File: src/rtl/uart_tx_arbiter.sv
// Round-robin arbiter sharing one ble_uart_tx among NUM_REQ valid/ready byte producers.
// Define UART_ARB_TAG_EN to send a tag frame (8'hA0 | winner index) ahead of each data byte.
module uart_tx_arbiter #(
    parameter int unsigned NUM_REQ        = 4,
    parameter int unsigned TIMEOUT_CYCLES = 200_000
) (
    input  logic                       clk_in,
    input  logic                       rst_in,
    input  logic [NUM_REQ-1:0]         req_valid_in,
    input  logic [8*NUM_REQ-1:0]       req_data_in,
    output logic [NUM_REQ-1:0]         req_ready_out,
    output logic [7:0]                 tx_data_out,
    output logic                       tx_enable_out,
    input  logic                       tx_busy_in,
    input  logic                       tx_done_in,
    output logic [$clog2(NUM_REQ)-1:0] grant_idx_out,
    output logic                       active_out,
    output logic                       timeout_err_out
);
    localparam int unsigned IW = $clog2(NUM_REQ);
    localparam int unsigned CW = $clog2(TIMEOUT_CYCLES + 1);
    localparam logic [CW-1:0] CNT_LAST = CW'(TIMEOUT_CYCLES - 1);

`ifdef UART_ARB_TAG_EN
    typedef enum logic [2:0] {IDLE, TAG_LAUNCH, TAG_WAIT, LAUNCH, WAIT_DONE} state_t;
    logic [7:0] data_hold;
`else
    typedef enum logic [1:0] {IDLE, LAUNCH, WAIT_DONE} state_t;
`endif

    state_t        state;
    logic [IW-1:0] rr;
    logic [CW-1:0] cnt;

    logic          found_hi, found_lo, found;
    logic [IW-1:0] idx_hi, idx_lo, winner;
    logic [7:0]    byte_hi, byte_lo, win_byte;

    // Rotation done as two fixed-index scans: first valid above rr, else first valid at/below rr.
    always_comb begin
        found_hi = 1'b0;
        found_lo = 1'b0;
        idx_hi   = '0;
        idx_lo   = '0;
        byte_hi  = '0;
        byte_lo  = '0;
        for (int unsigned j = 0; j < NUM_REQ; j++) begin
            if (req_valid_in[j] && (IW'(j) > rr) && !found_hi) begin
                found_hi = 1'b1;
                idx_hi   = IW'(j);
                byte_hi  = req_data_in[8*j +: 8];
            end
            if (req_valid_in[j] && (IW'(j) <= rr) && !found_lo) begin
                found_lo = 1'b1;
                idx_lo   = IW'(j);
                byte_lo  = req_data_in[8*j +: 8];
            end
        end
        found    = found_hi | found_lo;
        winner   = found_hi ? idx_hi : idx_lo;
        win_byte = found_hi ? byte_hi : byte_lo;
    end

    always_ff @(posedge clk_in) begin
        if (!rst_in) begin
            state           <= IDLE;
            rr              <= IW'(NUM_REQ - 1);
            cnt             <= '0;
            req_ready_out   <= '0;
            tx_data_out     <= '0;
            tx_enable_out   <= 1'b0;
            grant_idx_out   <= '0;
            active_out      <= 1'b0;
            timeout_err_out <= 1'b0;
`ifdef UART_ARB_TAG_EN
            data_hold       <= '0;
`endif
        end else begin
            req_ready_out <= '0;
            tx_enable_out <= 1'b0;
            case (state)
                IDLE: begin
                    if (found) begin
                        req_ready_out <= NUM_REQ'(1) << winner;
                        grant_idx_out <= winner;
                        rr            <= winner;
                        active_out    <= 1'b1;
`ifdef UART_ARB_TAG_EN
                        data_hold     <= win_byte;
                        tx_data_out   <= {4'hA, 4'(winner)};
                        state         <= TAG_LAUNCH;
`else
                        tx_data_out   <= win_byte;
                        state         <= LAUNCH;
`endif
                    end
                end
`ifdef UART_ARB_TAG_EN
                TAG_LAUNCH: begin
                    if (!tx_busy_in) begin
                        tx_enable_out <= 1'b1;
                        cnt           <= '0;
                        state         <= TAG_WAIT;
                    end
                end
                TAG_WAIT: begin
                    if (tx_done_in) begin
                        tx_data_out <= data_hold;
                        state       <= LAUNCH;
                    end else if (cnt == CNT_LAST) begin
                        timeout_err_out <= 1'b1;
                        active_out      <= 1'b0;
                        state           <= IDLE;
                    end else begin
                        cnt <= cnt + CW'(1);
                    end
                end
`endif
                LAUNCH: begin
                    if (!tx_busy_in) begin
                        tx_enable_out <= 1'b1;
                        cnt           <= '0;
                        state         <= WAIT_DONE;
                    end
                end
                WAIT_DONE: begin
                    if (tx_done_in) begin
                        active_out <= 1'b0;
                        state      <= IDLE;
                    end else if (cnt == CNT_LAST) begin
                        timeout_err_out <= 1'b1;
                        active_out      <= 1'b0;
                        state           <= IDLE;
                    end else begin
                        cnt <= cnt + CW'(1);
                    end
                end
                default: state <= IDLE;
            endcase
        end
    end
endmodule

File: config.mk
export PLATFORM = sky130hd
export DESIGN_NAME = uart_tx_arbiter
export DESIGN_NICKNAME = d
export VERILOG_FILES = /design/src/rtl/uart_tx_arbiter.sv
export SDC_FILE = /design/constraint.sdc
export NUM_CORES = 1
export LEC_CHECK = 0
export ABC_AREA = 1
export CORE_MARGIN = 2
export CORE_UTILIZATION = 45
export CTS_CLUSTER_SIZE = 28
export DETAILED_ROUTE_END_ITERATION = 6
export GPL_TIMING_DRIVEN = 0
export PLACE_DENSITY = 0.73
export SLEW_MARGIN = 40
export SYNTH_ARGS = -nofsm -noshare
export SYNTH_HDL_FRONTEND = slang
export SYNTH_SLANG_ARGS = --single-unit
File: constraint.sdc
create_clock -name clk_in -period 1.5 [get_ports clk_in]
set_input_delay 0.45 -clock clk_in [delete_from_list [all_inputs] [get_ports clk_in]]
set_output_delay 0.45 -clock clk_in [all_outputs]
set_load 0.02 [all_outputs]
**Word-level counts from Yosys, hierarchy flattened**

Index checks and enable logic that the tools add are counted.

- Flip-flop bits (word level): 39
- Logic and storage cells: 97
- Bits of input ports: 40

- Bitwise gates (word level): 2
- Eq/ne operators: 8
- Shift operators: 1
- Reductions and logical operators: 30
- Add/subtract/negate cells: 1
- Multiplexer cells: 38
- Magnitude comparators: 8

Operators with widths:

| operator | count |
|---|---|
| 8-bit two-way mux | 9 |
| 18-bit two-way mux | 3 |
| 18-bit case mux with 2 select lines | 1 |
| 18-bit by 1-bit adder with 18-bit output, second input constant | 1 |
| 18-bit == test, second input constant | 1 |
| 2-bit two-way mux | 9 |
| 1-bit logical AND | 14 |
| 1-bit two-way mux | 14 |
| 3-bit AND reduction | 4 |
| 2-bit != test, second input constant | 4 |
| 1-bit zero test | 6 |
| 2-bit case mux with 3 select lines | 1 |
| 1-bit by 2-bit greater-than comparator with 1-bit output, first input constant | 2 |
| 2-bit greater-than comparator, first input constant | 2 |
| 1-bit by 2-bit <= comparator with 1-bit output, first input constant | 2 |
| 2-bit <= comparator, first input constant | 2 |
| 2-bit AND reduction | 2 |
| 4-bit AND reduction | 1 |
| 2-bit nonzero test | 2 |
| 1-bit by 2-bit << shifter with 4-bit output, first input constant | 1 |
| 3-bit != test, second input constant | 1 |
| 2-bit by 1-bit == test with 1-bit output, second input constant | 1 |
| 2-bit == test, second input constant | 1 |
| 2-bit zero test | 1 |
| other kinds (3) | 3 |

**Longest topological paths before layout**

Gate-level depths: netlist of the first run.

- Depth after elaboration: 15
- Gate-level depth with buffers: 11

**Worst setup path after synthesis of the first run**

OpenSTA, ideal clock, no wires.

- Path type: register -> register
- From: reg cnt[0]
- To: reg cnt[12]
- Path buffers: 1
- Path slack: -99 ps
- Arrival: 1528 ps
- Data required time: 1429 ps
- Cell stages (with the launch flop): 9
- Cells stage by stage: dfxtp_1 -> ha_1 -> nand2_1 -> nor2_2 -> nand3_2 -> a21boi_2 -> buf_6 -> nand2_1 -> a21oi_1

- Word-level cells in the longest chain between the ends: 4

RTL lines:

| what | RTL line | text |
|---|---|---|
| from (decl) | 33 | `logic [CW-1:0] cnt;` |
| from (signal assigned) | 135 | `cnt <= cnt + CW'(1);` |
| 18-bit by 1-bit adder with 18-bit output | 135 |  |
| 18-bit two-way mux | 130 | `end else if (cnt == CNT_LAST) begin` |
| 18-bit two-way mux | 127 | `if (tx_done_in) begin` |
| 18-bit case mux with 2 select lines | 81 | `case (state)` |

Parallel ways exist; a longest one is shown, timed or not. The select of a mux whose other input is x is not followed.
A chain may end at the register's enable or synchronous reset.

**Worst setup path in the final report of the first run**

- From: reg cnt[0]
- To: reg cnt[15]

Same word-level chain as after synthesis.

==> results of run 1 <==
## sequential cells by signal, summed over array words and instances, names as in the netlist
register         cells
tx_enable_out        1
state                2
rr                   2
cnt                 18
req_ready_out        4
grant_idx_out        2
timeout_err_out      1
tx_data_out          8
active_out           1
## tightest hold or removal path: cells and delay by family (launching register included)
kind	cells	cell delay, ns
simple gates	2	0.11
flops	1	0.32
## area by class of cell
class	count	area, µm²	area share [%]
sequential	39	811	21.6
multi-input combinational	301	1710	45.5
buffer	9	65.1	1.73
clock buffer	5	68.8	1.83
timing repair buffer	91	838	22.3
tap	70	87.6	2.33
clock inverter	3	23.8	0.634
inverter	38	150	4.00
## metrics by stage
stage / hold WS [ns] / util, %
after detailed placement: 0.458 / 59.8
after CTS: 0.474 / 67.5
after global routing: 0.495 / 73.0
after floorplan: 0.455 / -
final: 0.470 / 73.0
after global placement: 0.450 / 59.8
## power breakdown
group,switching [µW],total (µW),internal [µW]
Clock,446,779,333
Combinational,838,1490,651
Sequential,63.6,1200,1140
Total,1350,3470,2120
## routing by layer
metal,track usage [%],up-vias
met5,0,-
met4,13.6,0
met3,5.47,33
met2,49.0,137
met1,31.2,1422
li1,-,1452
## worst paths after layout
kind	start	end	slack [ns]	cells past startpoint
setup reg to reg	cnt[0]	cnt[15]	-0.10	8
setup / recovery	cnt[0]	cnt[15]	-0.10	8
hold reg to reg	active_out	active_out	0.47	2
hold / removal	active_out	active_out	0.47	2
## cells in the mapped netlist, types with 2 or more instances
library cell               instances  area share, %
sky130_fd_sc_hd__nand2_1         113             18
sky130_fd_sc_hd__nor2_1           55            8.5
sky130_fd_sc_hd__dfxtp_1          39             32
sky130_fd_sc_hd__nand3_1          36            7.4
sky130_fd_sc_hd__inv_1            33            5.1
sky130_fd_sc_hd__a21oi_1          30            6.2
sky130_fd_sc_hd__o21ai_0          19            3.9
sky130_fd_sc_hd__nand3b_1          8            2.5
sky130_fd_sc_hd__o211ai_1          8            2.5
sky130_fd_sc_hd__nor3_1            6            1.2
sky130_fd_sc_hd__xor2_1            5            1.8
sky130_fd_sc_hd__clkbuf_1          4           0.62
sky130_fd_sc_hd__buf_2             3           0.62
sky130_fd_sc_hd__inv_2             3           0.47
sky130_fd_sc_hd__nand4_1           3           0.78
sky130_fd_sc_hd__nor2_2            3           0.78
sky130_fd_sc_hd__buf_6             2           0.93
sky130_fd_sc_hd__clkinv_1          2           0.31
sky130_fd_sc_hd__nand3_2           2           0.83
## logic make-up after synthesis
logic type      Yosys count  share of synthesized area [%]
compound gates           59                           13.4
buf+inv                  47                           8.07
flops                    39                           32.3
xor+xnor                  6                           2.17
simple gates            235                           43.6
fa+ha+maj                 1                          0.517
## repair_timing
action	CTS	global route
setup endpoints to repair	56	37
gates cloned	2	1
buffers inserted	24	9
resized for setup	64	69
pin swaps	14	24
==> implementation parameters, run 1 <==
Parameter                              Value

Detailed routing
  DRC errors left    0
  Drt pass-1 iters    5
  Via count    3044
  Routed metal-1 wirelength    3400 µm
  Post-detailed-route count of antenna-violating nets    0
  Met3 wire length    591 µm
  Top layer in use    met4
  Total Wirelength    8890 µm
  WL/cell    16.0 µm
  DR iter-0 viols    259
  Wire length on met2    4590 µm
  Ratio of routed vias to standard cells    5.47

Finish
  Ant. Diodes    0
  Post-route standard cell area excluding fillers    3750 µm²
  FILL cells    400
  Top library cells by usage in the layout, fill and taps aside    98 x sky130_fd_sc_hd__nand2_1, 48 x sky130_fd_sc_hd__nor2_1, 34 x sky130_fd_sc_hd__nand3_1, 34 x sky130_fd_sc_hd__clkdlybuf4s50_1, 29 x sky130_fd_sc_hd__buf_4
  Net count, final    526
  Area added between synthesis and finish    55.0%
  Most frequent standard cell in the layout excluding fill and tap cells    sky130_fd_sc_hd__nand2_1
  Share of cells above drive strength 1    28.4%
  Post-route non-filler standard cell count    556

Synth
  Number of enable flip-flop cells after synthesis    0
  Synthesized area per cell    6.25 µm²
  Synth Instances    387
  Seq cells post-synth    39
  Dominant synthesized flop cell    sky130_fd_sc_hd__dfxtp_1
  Warnings from Yosys    0
  Net Count, Synth    428
  Syn Std Cell Area    2420 µm²
  Share of synthesized area occupied by flip-flops and latches    32.3%
  Fraction of synthesis flops using an asynchronous set or reset pin    0%
  Unique masters post-synth    32

GRT
  Total global routing overflow    0
  Total routing usage reported by global routing    27.5%
  Number of global-route vias before repair    2874
  Number of antenna violations at the first check in global routing    0
  Pin count of the biggest net entering global routing    15
  First-pass GRT wire length    13200 µm

Timing
  Max Clk Rate    623 MHz
  Total negative slack    -0.708 ns
  Final worst setup slack    -0.104 ns
  Final critical-path share of the clock period    107%
  Time the worst path needs with I/O delays and setup    1.60 ns
  Final setup fails    22
  Setup repair after global routing missed its margin    true
  Worst clock skew    0.00965 ns
  Worst slew slack as a fraction of its limit    65.3%
  Final-report max-slew violation count    0
  Final Hold Vio Count    0
  Transition time at the pin with the least slew margin    0.520 ns

Clocking
  Clock sink total    39
  Clock root buffer master    sky130_fd_sc_hd__clkbuf_8
  TritonCTS buffer count    5
  Count of hold buffers inserted by post-cts repair    0
  CTS HTree Levels    2
  Worst-case clock buffer depth    2
  Clock tree from TritonCTS    done
  Clock-pin slew on the worst setup and hold paths    0.09 ns
  Worst skew pair latency    0.31 ns

Floorplan
  Top Ports    57
  Initial standard-cell utilization of the core    47.1%
  Area of the die    5980 µm²
  Horizontal die dimension    77.3 µm
  Std-Cell Rows    26
  Height of the die    77.3 µm
  Area of the core    5140 µm²

Setup path
  Required time at the endpoint of the critical path    1.72 ns
  Crit Path Class    reg2reg
  Largest delay contributor family on the critical path    compound AO/OA/AOI/OAI gates
  Standard cell with the maximum stage delay on the critical path    sky130_fd_sc_hd__dfxtp_4
  Endpoint class of the critical path    flop
  WP data arrival    1.83 ns
  Worst-path maximum fanout    4
  Worst stage delay on the critical path    0.37 ns
  Element type at the critical path start    flop
  Cell chain of the critical path    ha_4 > nand2_4 > nor2_4 > nand3_4 > a21boi_4 > buf_4 > nand2_1 > a21oi_1
  Buffers plus inverters on the worst setup path    1

Power and ir drop
  Leakage component of the power    0.00154 µW
  Largest voltage drop on the vdd net    0.000655 V
  Power per unit of standard cell area    926 nW/µm²
  Pwr Total    3470 µW

Place
  Buffers added on ports    55
  RD Place Congestion    0.961
  Placed instance area    3070 µm²
  Post-placement worst setup slack    -0.810 ns
  DPL Wire Length    5280 µm
  Post-Place Cells    512

Worst hold path
  Hold/Removal Path Class    reg2reg

Run status
  Violations in the final reports    negative setup slack
  Outcome    complete, but fails checks

Run
  Max-cap violations    0
Note: power is estimated with default switching activity, not from simulation.
==> run 2: changes to the inputs <==
--- a/config.mk
+++ b/config.mk
@@ -12,6 +12,7 @@
 export DETAILED_ROUTE_END_ITERATION = 6
 export GPL_TIMING_DRIVEN = 0
 export PLACE_DENSITY = 0.73
+export SKIP_LAST_GASP = 1
 export SLEW_MARGIN = 40
 export SYNTH_ARGS = -nofsm -noshare
 export SYNTH_HDL_FRONTEND = slang
==> run 2 against run 1 <==
Net effect:
- count of clock-buffer cells in the layout unchanged
- critical path type unchanged
- highest routed layer unchanged
- clock skew shrank 0.0064 ns
- worst hold slack gained 0.0012 ns
- sequential power is essentially flat
- the run still ends with negative setup slack left
- cell area down 0.23%
- power decreased by 0.34%
- flip-flop and latch count is the same
- clock power barely moved
- utilization shrank 0.17 points
- global-route usage stayed put
- fmax grew 0.65%
- combinational power about the same
==> implementation parameters, run 2 (synthesis results as in run 1) <==
Parameter                              Value

Clocking
  Clock tree from TritonCTS    done (unchanged)
  Count of hold buffers inserted by post-cts repair    0 (unchanged)
  CTS HTree Levels    2 (unchanged)
  Worst-case clock buffer depth    2 (unchanged)
  Clock sink total    39 (unchanged)
  Clock-pin slew on the worst setup and hold paths    0.09 ns (about the same)
  TritonCTS buffer count    5 (unchanged)
  Worst skew pair latency    0.30 ns (was 0.31 ns)
  Clock root buffer master    sky130_fd_sc_hd__clkbuf_8 (unchanged)

Run status
  Outcome    complete, but fails checks (unchanged)
  Violations in the final reports    negative setup slack (unchanged)

Detailed routing
  WL/cell    15.8 µm (was 16.0 µm)
  Drt pass-1 iters    5 (unchanged)
  DRC errors left    0 (unchanged)
  DR iter-0 viols    255 (was 259)
  Total Wirelength    8800 µm (was 8890 µm)
  Post-detailed-route count of antenna-violating nets    0 (unchanged)
  Top layer in use    met4 (unchanged)
  Routed metal-1 wirelength    3510 µm (was 3400 µm)
  Met3 wire length    486 µm (was 591 µm)
  Via count    3041 (was 3044)
  Wire length on met2    4490 µm (was 4590 µm)
  Ratio of routed vias to standard cells    5.47 (about the same)

Setup path
  Required time at the endpoint of the critical path    1.70 ns (was 1.72 ns)
  Cell chain of the critical path    ha_4 > nand2_4 > nor2_4 > nand3_4 > nand2_4 > nand2_2 > buf_2 > a21oi_1 > nor2_1 (was ha_4 > nand2_4 > nor2_4 > nand3_4 > a21boi_4 > buf_4 > nand2_1 > a21oi_1)
  Buffers plus inverters on the worst setup path    1 (unchanged)
  Element type at the critical path start    flop (unchanged)
  Standard cell with the maximum stage delay on the critical path    sky130_fd_sc_hd__dfxtp_2 (was sky130_fd_sc_hd__dfxtp_4)
  Worst stage delay on the critical path    0.37 ns (about the same)
  Most frequent CP cell    sky130_fd_sc_hd__nand2_4
  WP data arrival    1.79 ns (was 1.83 ns)
  Crit Path Class    reg2reg (unchanged)
  Endpoint class of the critical path    flop (unchanged)
  Largest delay contributor family on the critical path    simple AND/OR/NAND/NOR gates (was compound AO/OA/AOI/OAI gates)
  Worst-path maximum fanout    5 (was 4)

Timing
  Setup repair after global routing missed its margin    true (unchanged)
  Transition time at the pin with the least slew margin    0.535 ns (was 0.520 ns)
  Final-report max-slew violation count    0 (unchanged)
  Final Hold Vio Count    0 (unchanged)
  Final critical-path share of the clock period    106% (was 107%)
  Max Clk Rate    627 MHz (was 623 MHz)
  Worst slew slack as a fraction of its limit    64.3% (was 65.3%)
  Total negative slack    -1.10 ns (was -0.708 ns)
  Final setup fails    28 (was 22)
  Final worst setup slack    -0.0939 ns (was -0.104 ns)
  Time the worst path needs with I/O delays and setup    1.59 ns (was 1.60 ns)
  Worst clock skew    0.00328 ns (was 0.00965 ns)

Power and ir drop
  Largest voltage drop on the vdd net    0.000641 V (was 0.000655 V)
  Pwr Total    3460 µW (was 3470 µW)
  Leakage component of the power    0.00154 µW (about the same)
  Power per unit of standard cell area    925 nW/µm² (was 926 nW/µm²)

Finish
  Ant. Diodes    0 (unchanged)
  Core Util, Final    72.8% (was 73.0%)
  Share of cells above drive strength 1    28.2% (was 28.4%)
  Register with the highest flop count    cnt (unchanged)
  Registers with the most flip-flops    cnt (18), tx_data_out (8), req_ready_out (4) (unchanged)
  Most frequent standard cell in the layout excluding fill and tap cells    sky130_fd_sc_hd__nand2_1 (unchanged)
  Number of flip-flops in the largest register    18 (unchanged)
  Top library cells by usage in the layout, fill and taps aside    99 x sky130_fd_sc_hd__nand2_1, 48 x sky130_fd_sc_hd__nor2_1, 34 x sky130_fd_sc_hd__nand3_1, 34 x sky130_fd_sc_hd__clkdlybuf4s50_1, 29 x sky130_fd_sc_hd__buf_4 (was 98 x sky130_fd_sc_hd__nand2_1, 48 x sky130_fd_sc_hd__nor2_1, 34 x sky130_fd_sc_hd__nand3_1, 34 x sky130_fd_sc_hd__clkdlybuf4s50_1, 29 x sky130_fd_sc_hd__buf_4)
  Area added between synthesis and finish    54.7% (was 55.0%)
  Net count, final    526 (unchanged)

Floorplan
  Height of the die    77.3 µm (unchanged)
  Top Ports    57 (unchanged)
  Area of the core    5140 µm² (unchanged)
  Initial standard-cell utilization of the core    47.1% (unchanged)
  Horizontal die dimension    77.3 µm (unchanged)
  Area of the die    5980 µm² (unchanged)
  Std-Cell Rows    26 (unchanged)

GRT
  Total routing usage reported by global routing    27.5% (unchanged)
  Total global routing overflow    0 (unchanged)
  Number of antenna violations at the first check in global routing    0 (unchanged)
  Number of global-route vias before repair    2874 (unchanged)
  Pin count of the biggest net entering global routing    15 (unchanged)
  First-pass GRT wire length    13200 µm (unchanged)

Worst hold path
  Hold/Removal Path Class    reg2reg (unchanged)

Place
  Buffers added on ports    55 (unchanged)
  DPL Wire Length    5280 µm (unchanged)
  Post-placement worst setup slack    -0.810 ns (unchanged)
  RD Place Congestion    0.961 (unchanged)

Run
  Max-cap violations    0 (unchanged)
[run 2: cell count changes in the layout (fill, tap and decap cells not counted)]
cell | before | now
sky130_fd_sc_hd__dlygate4sd2_1 | 19 | 20
sky130_fd_sc_hd__nand2_1 | 98 | 99
sky130_fd_sc_hd__clkdlybuf4s15_1 | 2 | 1
sky130_fd_sc_hd__nand2_4 | 8 | 7
[run 2: power breakdown]
part	switching [µW]	leakage [µW]	total, µW	internal [µW]
Sequential	64.0	0.000327	1200	1140
Combinational	832	0.00117	1480	647
Clock	443	0.0000408	777	333
[run 2: area by class of cell]
cell class	instances	area [µm²]
Fill cell	404	1400
Inverter	38	150
Clock buffer	5	68.8
Multi-Input combinational cell	301	1700
Tap cell	70	87.6
Sequential cell	39	811
Buffer	9	65.1
Clock inverter	3	23.8
Timing Repair Buffer	91	837
[run 2: layer usage]
metal	vias to the layer above	track usage, %
met5	-	0
met4	0	13.6
met3	32	5.47
met2	147	49.0
met1	1411	31.2
li1	1451	-
[run 2: final timing paths]
| kind | to | startpoint | cells after the start | slack, ns |
|---|---|---|---|---|
| worst max-delay path | cnt[6] | cnt[1] | 9 | -0.09 |
| worst min-delay path | timeout_err_out | timeout_err_out | 1 | 0.47 |
| worst max register to register | cnt[6] | cnt[1] | 9 | -0.09 |
| worst min register to register | timeout_err_out | timeout_err_out | 1 | 0.47 |
[run 2: through the flow]
step,area [µm²],hold WS [ns],std cells
2_1_floorplan,2430,0.455,387
3_3_place_gp,3070,0.450,512
3_5_place_dp,3070,0.458,512
4_1_cts,3470,0.474,546
5_1_grt,3740,0.496,556
6_report,3740,0.471,556
[run 2: repair_timing]
action / in CTS / in global routing
buffers inserted: 24 / 9
cloned: 2 / 1
gates resized for setup: 64 / 66
setup endpoints to repair: 56 / 37
pin swaps: 14 / 24
